<file path="config.mk">
export PLATFORM = sky130hd
export DESIGN_NAME = serv_decode_queue_flat
export DESIGN_NICKNAME = d
export VERILOG_FILES = /design/src/rtl/serv_decode_queue_if.sv /design/src/rtl/serv_decode_queue.sv /design/src/flat_wrapper.sv
export SDC_FILE = /design/constraint.sdc
export NUM_CORES = 1
export LEC_CHECK = 0
export CAP_MARGIN = 0
export CORE_MARGIN = 1
export CORE_UTILIZATION = 48
export CTS_CLUSTER_DIAMETER = 200
export DETAILED_ROUTE_END_ITERATION = 10
export PLACE_DENSITY = 0.76
export SYNTH_ARGS = -nofsm -noshare
export SYNTH_HDL_FRONTEND = slang
export SYNTH_SLANG_ARGS = --single-unit
</file>
<file path="constraint.sdc">
create_clock -name clk -period 4.6 [get_ports clk]
set_input_delay 1.38 -clock clk [delete_from_list [all_inputs] [get_ports clk]]
set_output_delay 1.38 -clock clk [all_outputs]
set_load 0.01 [all_outputs]
</file>
<file path="src/rtl/serv_decode_queue_if.sv">
// Fetch/consumer-side bundle for serv_decode_queue. o_illegal and i_wb_rdt_lo
// exist only when SERV_DECODE_ILLEGAL_EN is defined.
interface serv_decode_queue_if #(parameter int DEPTH = 2);
  localparam int CW = $clog2(DEPTH) + 1;

  logic [29:0]   i_wb_rdt;
  logic          i_wb_en;
  logic          o_wb_rdy;
  logic          i_flush;
  logic          o_valid;
  logic          i_ready;
  logic [4:0]    o_opcode;
  logic [2:0]    o_funct3;
  logic [4:0]    o_rd_addr;
  logic [4:0]    o_rs1_addr;
  logic [4:0]    o_rs2_addr;
  logic          o_rd_op;
  logic          o_two_stage_op;
  logic          o_branch_op;
  logic          o_dbus_en;
  logic          o_mem_cmd;
  logic          o_csr_op;
  logic          o_mdu_op;
  logic [CW-1:0] o_count;
`ifdef SERV_DECODE_ILLEGAL_EN
  logic [1:0]    i_wb_rdt_lo;
  logic          o_illegal;

  modport master (output i_wb_rdt, i_wb_en, i_flush, i_ready, i_wb_rdt_lo,
                  input  o_wb_rdy, o_valid, o_opcode, o_funct3, o_rd_addr, o_rs1_addr,
                         o_rs2_addr, o_rd_op, o_two_stage_op, o_branch_op, o_dbus_en,
                         o_mem_cmd, o_csr_op, o_mdu_op, o_count, o_illegal);
  modport slave  (input  i_wb_rdt, i_wb_en, i_flush, i_ready, i_wb_rdt_lo,
                  output o_wb_rdy, o_valid, o_opcode, o_funct3, o_rd_addr, o_rs1_addr,
                         o_rs2_addr, o_rd_op, o_two_stage_op, o_branch_op, o_dbus_en,
                         o_mem_cmd, o_csr_op, o_mdu_op, o_count, o_illegal);
`else
  modport master (output i_wb_rdt, i_wb_en, i_flush, i_ready,
                  input  o_wb_rdy, o_valid, o_opcode, o_funct3, o_rd_addr, o_rs1_addr,
                         o_rs2_addr, o_rd_op, o_two_stage_op, o_branch_op, o_dbus_en,
                         o_mem_cmd, o_csr_op, o_mdu_op, o_count);
  modport slave  (input  i_wb_rdt, i_wb_en, i_flush, i_ready,
                  output o_wb_rdy, o_valid, o_opcode, o_funct3, o_rd_addr, o_rs1_addr,
                         o_rs2_addr, o_rd_op, o_two_stage_op, o_branch_op, o_dbus_en,
                         o_mem_cmd, o_csr_op, o_mdu_op, o_count);
`endif
endinterface

</file>
<file path="src/rtl/serv_decode_queue.sv">
// DEPTH-entry instruction FIFO feeding a registered SERV decode bundle over valid/ready.
// Define SERV_DECODE_ILLEGAL_EN to add the o_illegal flag (stored per FIFO entry).
module serv_decode_queue #(
  parameter int DEPTH = 2,
  parameter int MDU   = 0,
  parameter int W     = 32
) (
  input logic clk,
  input logic i_rst_n,
  serv_decode_queue_if.slave bus
);
  localparam int AW = $clog2(DEPTH);
  localparam int CW = AW + 1;
`ifdef SERV_DECODE_ILLEGAL_EN
  localparam int EW = W - 1;
`else
  localparam int EW = W - 2;
`endif

  typedef struct packed {
    logic [4:0] opcode;
    logic [2:0] funct3;
    logic [4:0] rd;
    logic [4:0] rs1;
    logic [4:0] rs2;
    logic       rd_op;
    logic       two_stage;
    logic       branch;
    logic       dbus_en;
    logic       mem_cmd;
    logic       csr_op;
    logic       mdu_op;
`ifdef SERV_DECODE_ILLEGAL_EN
    logic       illegal;
`endif
  } dec_t;

  // Entry bit i holds instruction bit i+2; the top bit (if present) flags bad low bits.
  function automatic dec_t decode(input logic [EW-1:0] e);
    dec_t       d;
    logic [4:0] op;
    logic [2:0] f3;
    logic       mdu;
    op  = e[4:0];
    f3  = e[12:10];
    mdu = (MDU != 0) && (op == 5'b01100) && e[23];
    d.opcode    = op;
    d.funct3    = f3;
    d.rd        = e[9:5];
    d.rs1       = e[17:13];
    d.rs2       = e[22:18];
    d.two_stage = !op[2] | (f3[0] & !f3[1] & !op[0] & !op[4])
                | (f3[1] & !f3[2] & !op[0] & !op[4]) | mdu;
    d.rd_op     = op[2] | (!op[2] & op[4] & op[0]) | (!op[2] & !op[3] & !op[0]);
    d.branch    = op[4];
    d.dbus_en   = !op[2] & !op[4];
    d.mem_cmd   = op[3] & !op[2] & !op[4];
    d.csr_op    = op[4] & op[2] & (|f3);
    d.mdu_op    = mdu;
`ifdef SERV_DECODE_ILLEGAL_EN
    d.illegal   = e[EW-1] | !(op inside {5'b00000, 5'b00011, 5'b00100, 5'b00101,
                                         5'b01000, 5'b01100, 5'b01101, 5'b11000,
                                         5'b11001, 5'b11011, 5'b11100});
`endif
    return d;
  endfunction

  logic [EW-1:0] r_mem [DEPTH];
  logic [AW-1:0] r_wptr, r_rptr;
  logic [CW-1:0] r_count;
  logic          r_valid;
  dec_t          r_dec;

  logic [EW-1:0] w_entry;
  logic          w_push, w_load, w_pop, w_bypass, w_wr;

`ifdef SERV_DECODE_ILLEGAL_EN
  assign w_entry = {(bus.i_wb_rdt_lo != 2'b11), bus.i_wb_rdt};
`else
  assign w_entry = bus.i_wb_rdt;
`endif

  assign bus.o_wb_rdy = (r_count != CW'(DEPTH));
  assign w_push   = bus.i_wb_en & bus.o_wb_rdy & !bus.i_flush;
  assign w_load   = !r_valid | bus.i_ready;
  assign w_pop    = w_load & (r_count != '0);
  // Empty queue and a free output register: skip the FIFO for 1-cycle latency.
  assign w_bypass = w_load & (r_count == '0) & w_push;
  assign w_wr     = w_push & !w_bypass;

  always_ff @(posedge clk) begin
    if (w_wr) r_mem[r_wptr] <= w_entry;
  end

  always_ff @(posedge clk or negedge i_rst_n) begin
    if (!i_rst_n) begin
      r_wptr  <= '0;
      r_rptr  <= '0;
      r_count <= '0;
      r_valid <= 1'b0;
      r_dec   <= '0;
    end else if (bus.i_flush) begin
      r_wptr  <= '0;
      r_rptr  <= '0;
      r_count <= '0;
      r_valid <= 1'b0;
    end else begin
      if (w_wr)  r_wptr <= r_wptr + 1'b1;
      if (w_pop) r_rptr <= r_rptr + 1'b1;
      r_count <= r_count + CW'(w_wr) - CW'(w_pop);
      if (w_load) begin
        r_valid <= w_pop | w_bypass;
        if (w_pop)         r_dec <= decode(r_mem[r_rptr]);
        else if (w_bypass) r_dec <= decode(w_entry);
      end
    end
  end

  assign bus.o_valid        = r_valid;
  assign bus.o_count        = r_count;
  assign bus.o_opcode       = r_dec.opcode;
  assign bus.o_funct3       = r_dec.funct3;
  assign bus.o_rd_addr      = r_dec.rd;
  assign bus.o_rs1_addr     = r_dec.rs1;
  assign bus.o_rs2_addr     = r_dec.rs2;
  assign bus.o_rd_op        = r_dec.rd_op;
  assign bus.o_two_stage_op = r_dec.two_stage;
  assign bus.o_branch_op    = r_dec.branch;
  assign bus.o_dbus_en      = r_dec.dbus_en;
  assign bus.o_mem_cmd      = r_dec.mem_cmd;
  assign bus.o_csr_op       = r_dec.csr_op;
  assign bus.o_mdu_op       = r_dec.mdu_op;
`ifdef SERV_DECODE_ILLEGAL_EN
  assign bus.o_illegal      = r_dec.illegal;
`endif
endmodule

</file>
<file path="src/flat_wrapper.sv">
// flat-port wrapper written by rule: the top's interface ports become plain ports
module serv_decode_queue_flat 
#(
  parameter int DEPTH = 2,
  parameter int MDU   = 0,
  parameter int W     = 32
)
  (clk, i_rst_n, bus_i_wb_rdt, bus_i_wb_en, bus_i_flush, bus_i_ready, bus_o_wb_rdy, bus_o_valid, bus_o_opcode, bus_o_funct3, bus_o_rd_addr, bus_o_rs1_addr, bus_o_rs2_addr, bus_o_rd_op, bus_o_two_stage_op, bus_o_branch_op, bus_o_dbus_en, bus_o_mem_cmd, bus_o_csr_op, bus_o_mdu_op, bus_o_count);
  serv_decode_queue_if #(.DEPTH(DEPTH)) bus_i ();
  input logic clk;
  input logic i_rst_n;
  input wire logic [$bits(bus_i.i_wb_rdt)-1:0] bus_i_wb_rdt;
  input wire logic [$bits(bus_i.i_wb_en)-1:0] bus_i_wb_en;
  input wire logic [$bits(bus_i.i_flush)-1:0] bus_i_flush;
  input wire logic [$bits(bus_i.i_ready)-1:0] bus_i_ready;
  output wire logic [$bits(bus_i.o_wb_rdy)-1:0] bus_o_wb_rdy;
  output wire logic [$bits(bus_i.o_valid)-1:0] bus_o_valid;
  output wire logic [$bits(bus_i.o_opcode)-1:0] bus_o_opcode;
  output wire logic [$bits(bus_i.o_funct3)-1:0] bus_o_funct3;
  output wire logic [$bits(bus_i.o_rd_addr)-1:0] bus_o_rd_addr;
  output wire logic [$bits(bus_i.o_rs1_addr)-1:0] bus_o_rs1_addr;
  output wire logic [$bits(bus_i.o_rs2_addr)-1:0] bus_o_rs2_addr;
  output wire logic [$bits(bus_i.o_rd_op)-1:0] bus_o_rd_op;
  output wire logic [$bits(bus_i.o_two_stage_op)-1:0] bus_o_two_stage_op;
  output wire logic [$bits(bus_i.o_branch_op)-1:0] bus_o_branch_op;
  output wire logic [$bits(bus_i.o_dbus_en)-1:0] bus_o_dbus_en;
  output wire logic [$bits(bus_i.o_mem_cmd)-1:0] bus_o_mem_cmd;
  output wire logic [$bits(bus_i.o_csr_op)-1:0] bus_o_csr_op;
  output wire logic [$bits(bus_i.o_mdu_op)-1:0] bus_o_mdu_op;
  output wire logic [$bits(bus_i.o_count)-1:0] bus_o_count;
  assign bus_i.i_wb_rdt = bus_i_wb_rdt;
  assign bus_i.i_wb_en = bus_i_wb_en;
  assign bus_i.i_flush = bus_i_flush;
  assign bus_i.i_ready = bus_i_ready;
  assign bus_o_wb_rdy = bus_i.o_wb_rdy;
  assign bus_o_valid = bus_i.o_valid;
  assign bus_o_opcode = bus_i.o_opcode;
  assign bus_o_funct3 = bus_i.o_funct3;
  assign bus_o_rd_addr = bus_i.o_rd_addr;
  assign bus_o_rs1_addr = bus_i.o_rs1_addr;
  assign bus_o_rs2_addr = bus_i.o_rs2_addr;
  assign bus_o_rd_op = bus_i.o_rd_op;
  assign bus_o_two_stage_op = bus_i.o_two_stage_op;
  assign bus_o_branch_op = bus_i.o_branch_op;
  assign bus_o_dbus_en = bus_i.o_dbus_en;
  assign bus_o_mem_cmd = bus_i.o_mem_cmd;
  assign bus_o_csr_op = bus_i.o_csr_op;
  assign bus_o_mdu_op = bus_i.o_mdu_op;
  assign bus_o_count = bus_i.o_count;
  serv_decode_queue #(.DEPTH(DEPTH), .MDU(MDU), .W(W)) u_core (.clk(clk), .i_rst_n(i_rst_n), .bus(bus_i));
endmodule
</file>
==> summary.md <==
| Metric | Value |
|---|---|
| Skew final | `between 0.007 and 0.008 ns` |
| CTS H-tree lvls | `3` |
| Total wire length | `7050 um` |
| Status | `finished clean` |
| CP Max Fanout | `14` |
| Post-route clock period utilization | `a little over two thirds` |
| Synth top area cells | `edfxtp_1, dfrtp_1, mux2i_1` |
| Row Count | `30` |
| Final Instance Count excl. Fillers | `just over 400` |
| Share of cells above drive strength 1 | `10.7%` |
| Synth area leader | `edfxtp_1` |
| Share of the synthesized area in the top cell type | `41.1%` |
| TritonCTS clock tree | `built` |
| Worst slew pin tran | `about 0.84 ns` |
| Max-slew headroom | `~44%` |
| Drt pass-1 iters | `4` |
| Post-layout min period | `3.21 ns` |
| Crit Path Category | `input port to flip-flop` |
| Final-report max-slew violation count | `0` |
| Antenna violations before repair | `0` |
| DRT antenna net count | `0` |
| Clock tree buffer depth | `2` |
| Mapped Area | `about 3400 um2` |
| Yosys reg bits | `79` |
| Peak supply drop | `209 uV` |
| Die area | `7330 um2` |
| Post-CTS setup buffers | `0` |
| Worst Path Required | `4.64 ns` |
| Post-DR vias/cell | `around 5.6` |
| Syn Nets | `just over 300` |
| Fin. Hold Viols | `0` |
| Wire length per cell | `around 17 um` |
| Sequential share of the synthesized area | `about two thirds` |
| CORE AREA | `6760 um2` |
| CTS Sinks | `79` |
| Yosys warning total | `0` |
| Endpoints failing setup | `0` |
| Area delta synth->final | `25.0%` |
| Root Buffer | `clkbuf_8` |
| Tot GR Track Use | `roughly a fifth` |
| PD cells | `between 300 and 400 nW/um2` |
| HP Class | `flip-flop to flip-flop` |
| Hold path cells | `2` |
| Clock Latency Late Sink | `about 0.34 ns` |
| Starting Density | `49.7%` |
| CP Capture Type | `flip-flop` |
| Clock buffer count from CTS | `9` |
| First-pass GRT wire length | `11700 um` |
| Number of fill cells | `553` |
| Hold Buf Count CTS | `0` |
| RSZ-0062 raised after global routing | `false` |
| Synth Area per Inst | `12.4 um2` |
| # DRC | `0` |
| Synth top cells by count | `edfxtp_1, dfrtp_1, nand2_1` |
| EDFF count, synth | `46` |
| NumNets Final | `366` |
| Die Wd | `85.6 um` |
| Crit path arrival time | `3.25 ns` |
| Post-Layout Inst Area | `4200 um2` |
| Pin count of the biggest net entering global routing | `34` |
| Post-cts sizing count | `0` |
| I/O pins | `69` |
| PortBufs | `60` |
| Clock-pin slew on the worst setup and hold paths | `0.08 ns` |
| Via Count | `2344` |
| Congestion Overflow GR | `0` |
| Leak pwr | `1.52 nW` |
| R2r worst-path depth | `5` |
| Setup TNS | `0 ns` |
| Top_reg_cell synth | `edfxtp_1` |
| RD Place Congestion | `roughly 0.76` |
| Library cells used by synthesis | `40` |
| Post-DP HPWL | `approximately 4600 um` |
| Most common cell in the netlist | `edfxtp_1` |
| Die H | `about 86 um` |
| Synth Instances | `271` |
| Vias in the first global route | `between 2000 and 2500` |
| FMAX | `0.311 GHz` |
| 1st-iter DRT viols | `173` |
| Placed cell areas | `4000 um2` |
| Max-cap viol count | `0` |
| N_diodes | `0` |
| Post-synth ARST share | `41.8%` |
| Critical Path Source Type | `input port` |
| Post-Place Cells | `399` |
[worst paths after layout]
path | from | to | slack, ns
max | bus_i_ready | u_core.r_mem[1][22] | 1.39
max reg2reg | u_core.r_rptr | u_core.bus.o_dbus_en | 2.29
min | u_core.bus.o_dbus_en | u_core.bus.o_dbus_en | 0.47
max in group asynchronous | i_rst_n | u_core.bus.o_rs2_addr[0] | 3.00
min in group asynchronous | i_rst_n | u_core.bus.o_opcode[0] | 1.10
min reg2reg | u_core.bus.o_dbus_en | u_core.bus.o_dbus_en | 0.47
[worst max-delay path, cell delays in order]
cell	delay [ns]
clkdlybuf4s50_1	0.45
nor3b_1	0.19
o21ai_0	0.18
nor2_1	0.19
and2_1	0.50
buf_4	0.34
[sequential cells by signal, summed over array words and instances (netlist names), 2 cells and up]
| signal | count |
|---|---|
| u_core.r_mem | 46 |
| u_core.bus.o_funct3 | 3 |
| u_core.bus.o_rs1_addr | 5 |
| u_core.bus.o_rs2_addr | 5 |
| u_core.bus.o_count | 2 |
| u_core.bus.o_rd_addr | 5 |
| u_core.bus.o_opcode | 4 |
[area by class of cell]
cell class	count	area, um2	area share [%]
Timing Repair Buffer	67	648	15.4
Clock buffer	10	138	3.28
Multi-Input combinational cell	172	1040	24.8
Sequential cell	79	2210	52.6
Tap cell	80	100	2.39
Inverter	1	3.75	0.0894
Clock inverter	6	60.1	1.43
[stage by stage]
step	hold WS (ns)	total power, mW	setup WS, ns	util, %
after global placement	0.456	1.05	1.10	59.2
after detailed placement	0.459	1.06	1.04	59.2
after CTS	0.479	1.56	1.39	62.1
final	0.473	1.55	1.39	62.1
after floorplan	0.501	0.924	0.848	-
after global routing	0.490	1.62	1.24	62.1
[routing by layer]
metal / track usage [%] / up-vias / wire length [um]
li1: - / 1101 / -
met1: 27.5 / 1148 / 3010
met2: 34.8 / 84 / 3540
met3: 3.66 / 11 / 366
met4: 8.79 / 0 / 124
met5: 0 / - / 0
[placed cells by master (no fill, tap or decap), types with 2 or more instances in the layout]
cell type	netlist	final
a21oi_1	23	23
a31oi_1	2	2
and2_1	2	2
buf_4	3	7
clkbuf_8	0	10
clkdlybuf4s50_1	0	59
clkinv_2	0	3
clkinvlp_4	0	2
dfrtp_1	33	33
edfxtp_1	46	46
mux2_2	5	5
mux2i_1	23	23
nand2_1	28	28
nand2b_1	2	2
nand4_1	2	2
nor2_1	13	13
nor3_1	21	20
nor3_2	1	2
o21ai_0	21	21
o21ai_1	7	7
or3_1	2	2
xor2_1	2	2
[report_power, final]
group          internal (mW)  switching [mW]  leakage [nW]  total, mW
Combinational          0.120           0.102         0.595      0.222
Clock                  0.262           0.243        0.0981      0.505
Sequential             0.796          0.0254         0.826      0.821
[cell families (layout without fill, tap and decap cells)]
group                      after synthesis  after routing  synth area share (%)
and+or+nand+nor                         80             80                  11.2
adders and majority gates                1              1                 0.373
muxes                                   28             28                  8.54
xor gates and xnor gates                 3              3                 0.783
AOI/OAI and AO/OA                       59             59                  9.73
buffers and inverters                   20             84                  3.50
other                                    1              1                 0.112
DFF                                     79             79                  65.7
Power figures use the tool's default switching activity.
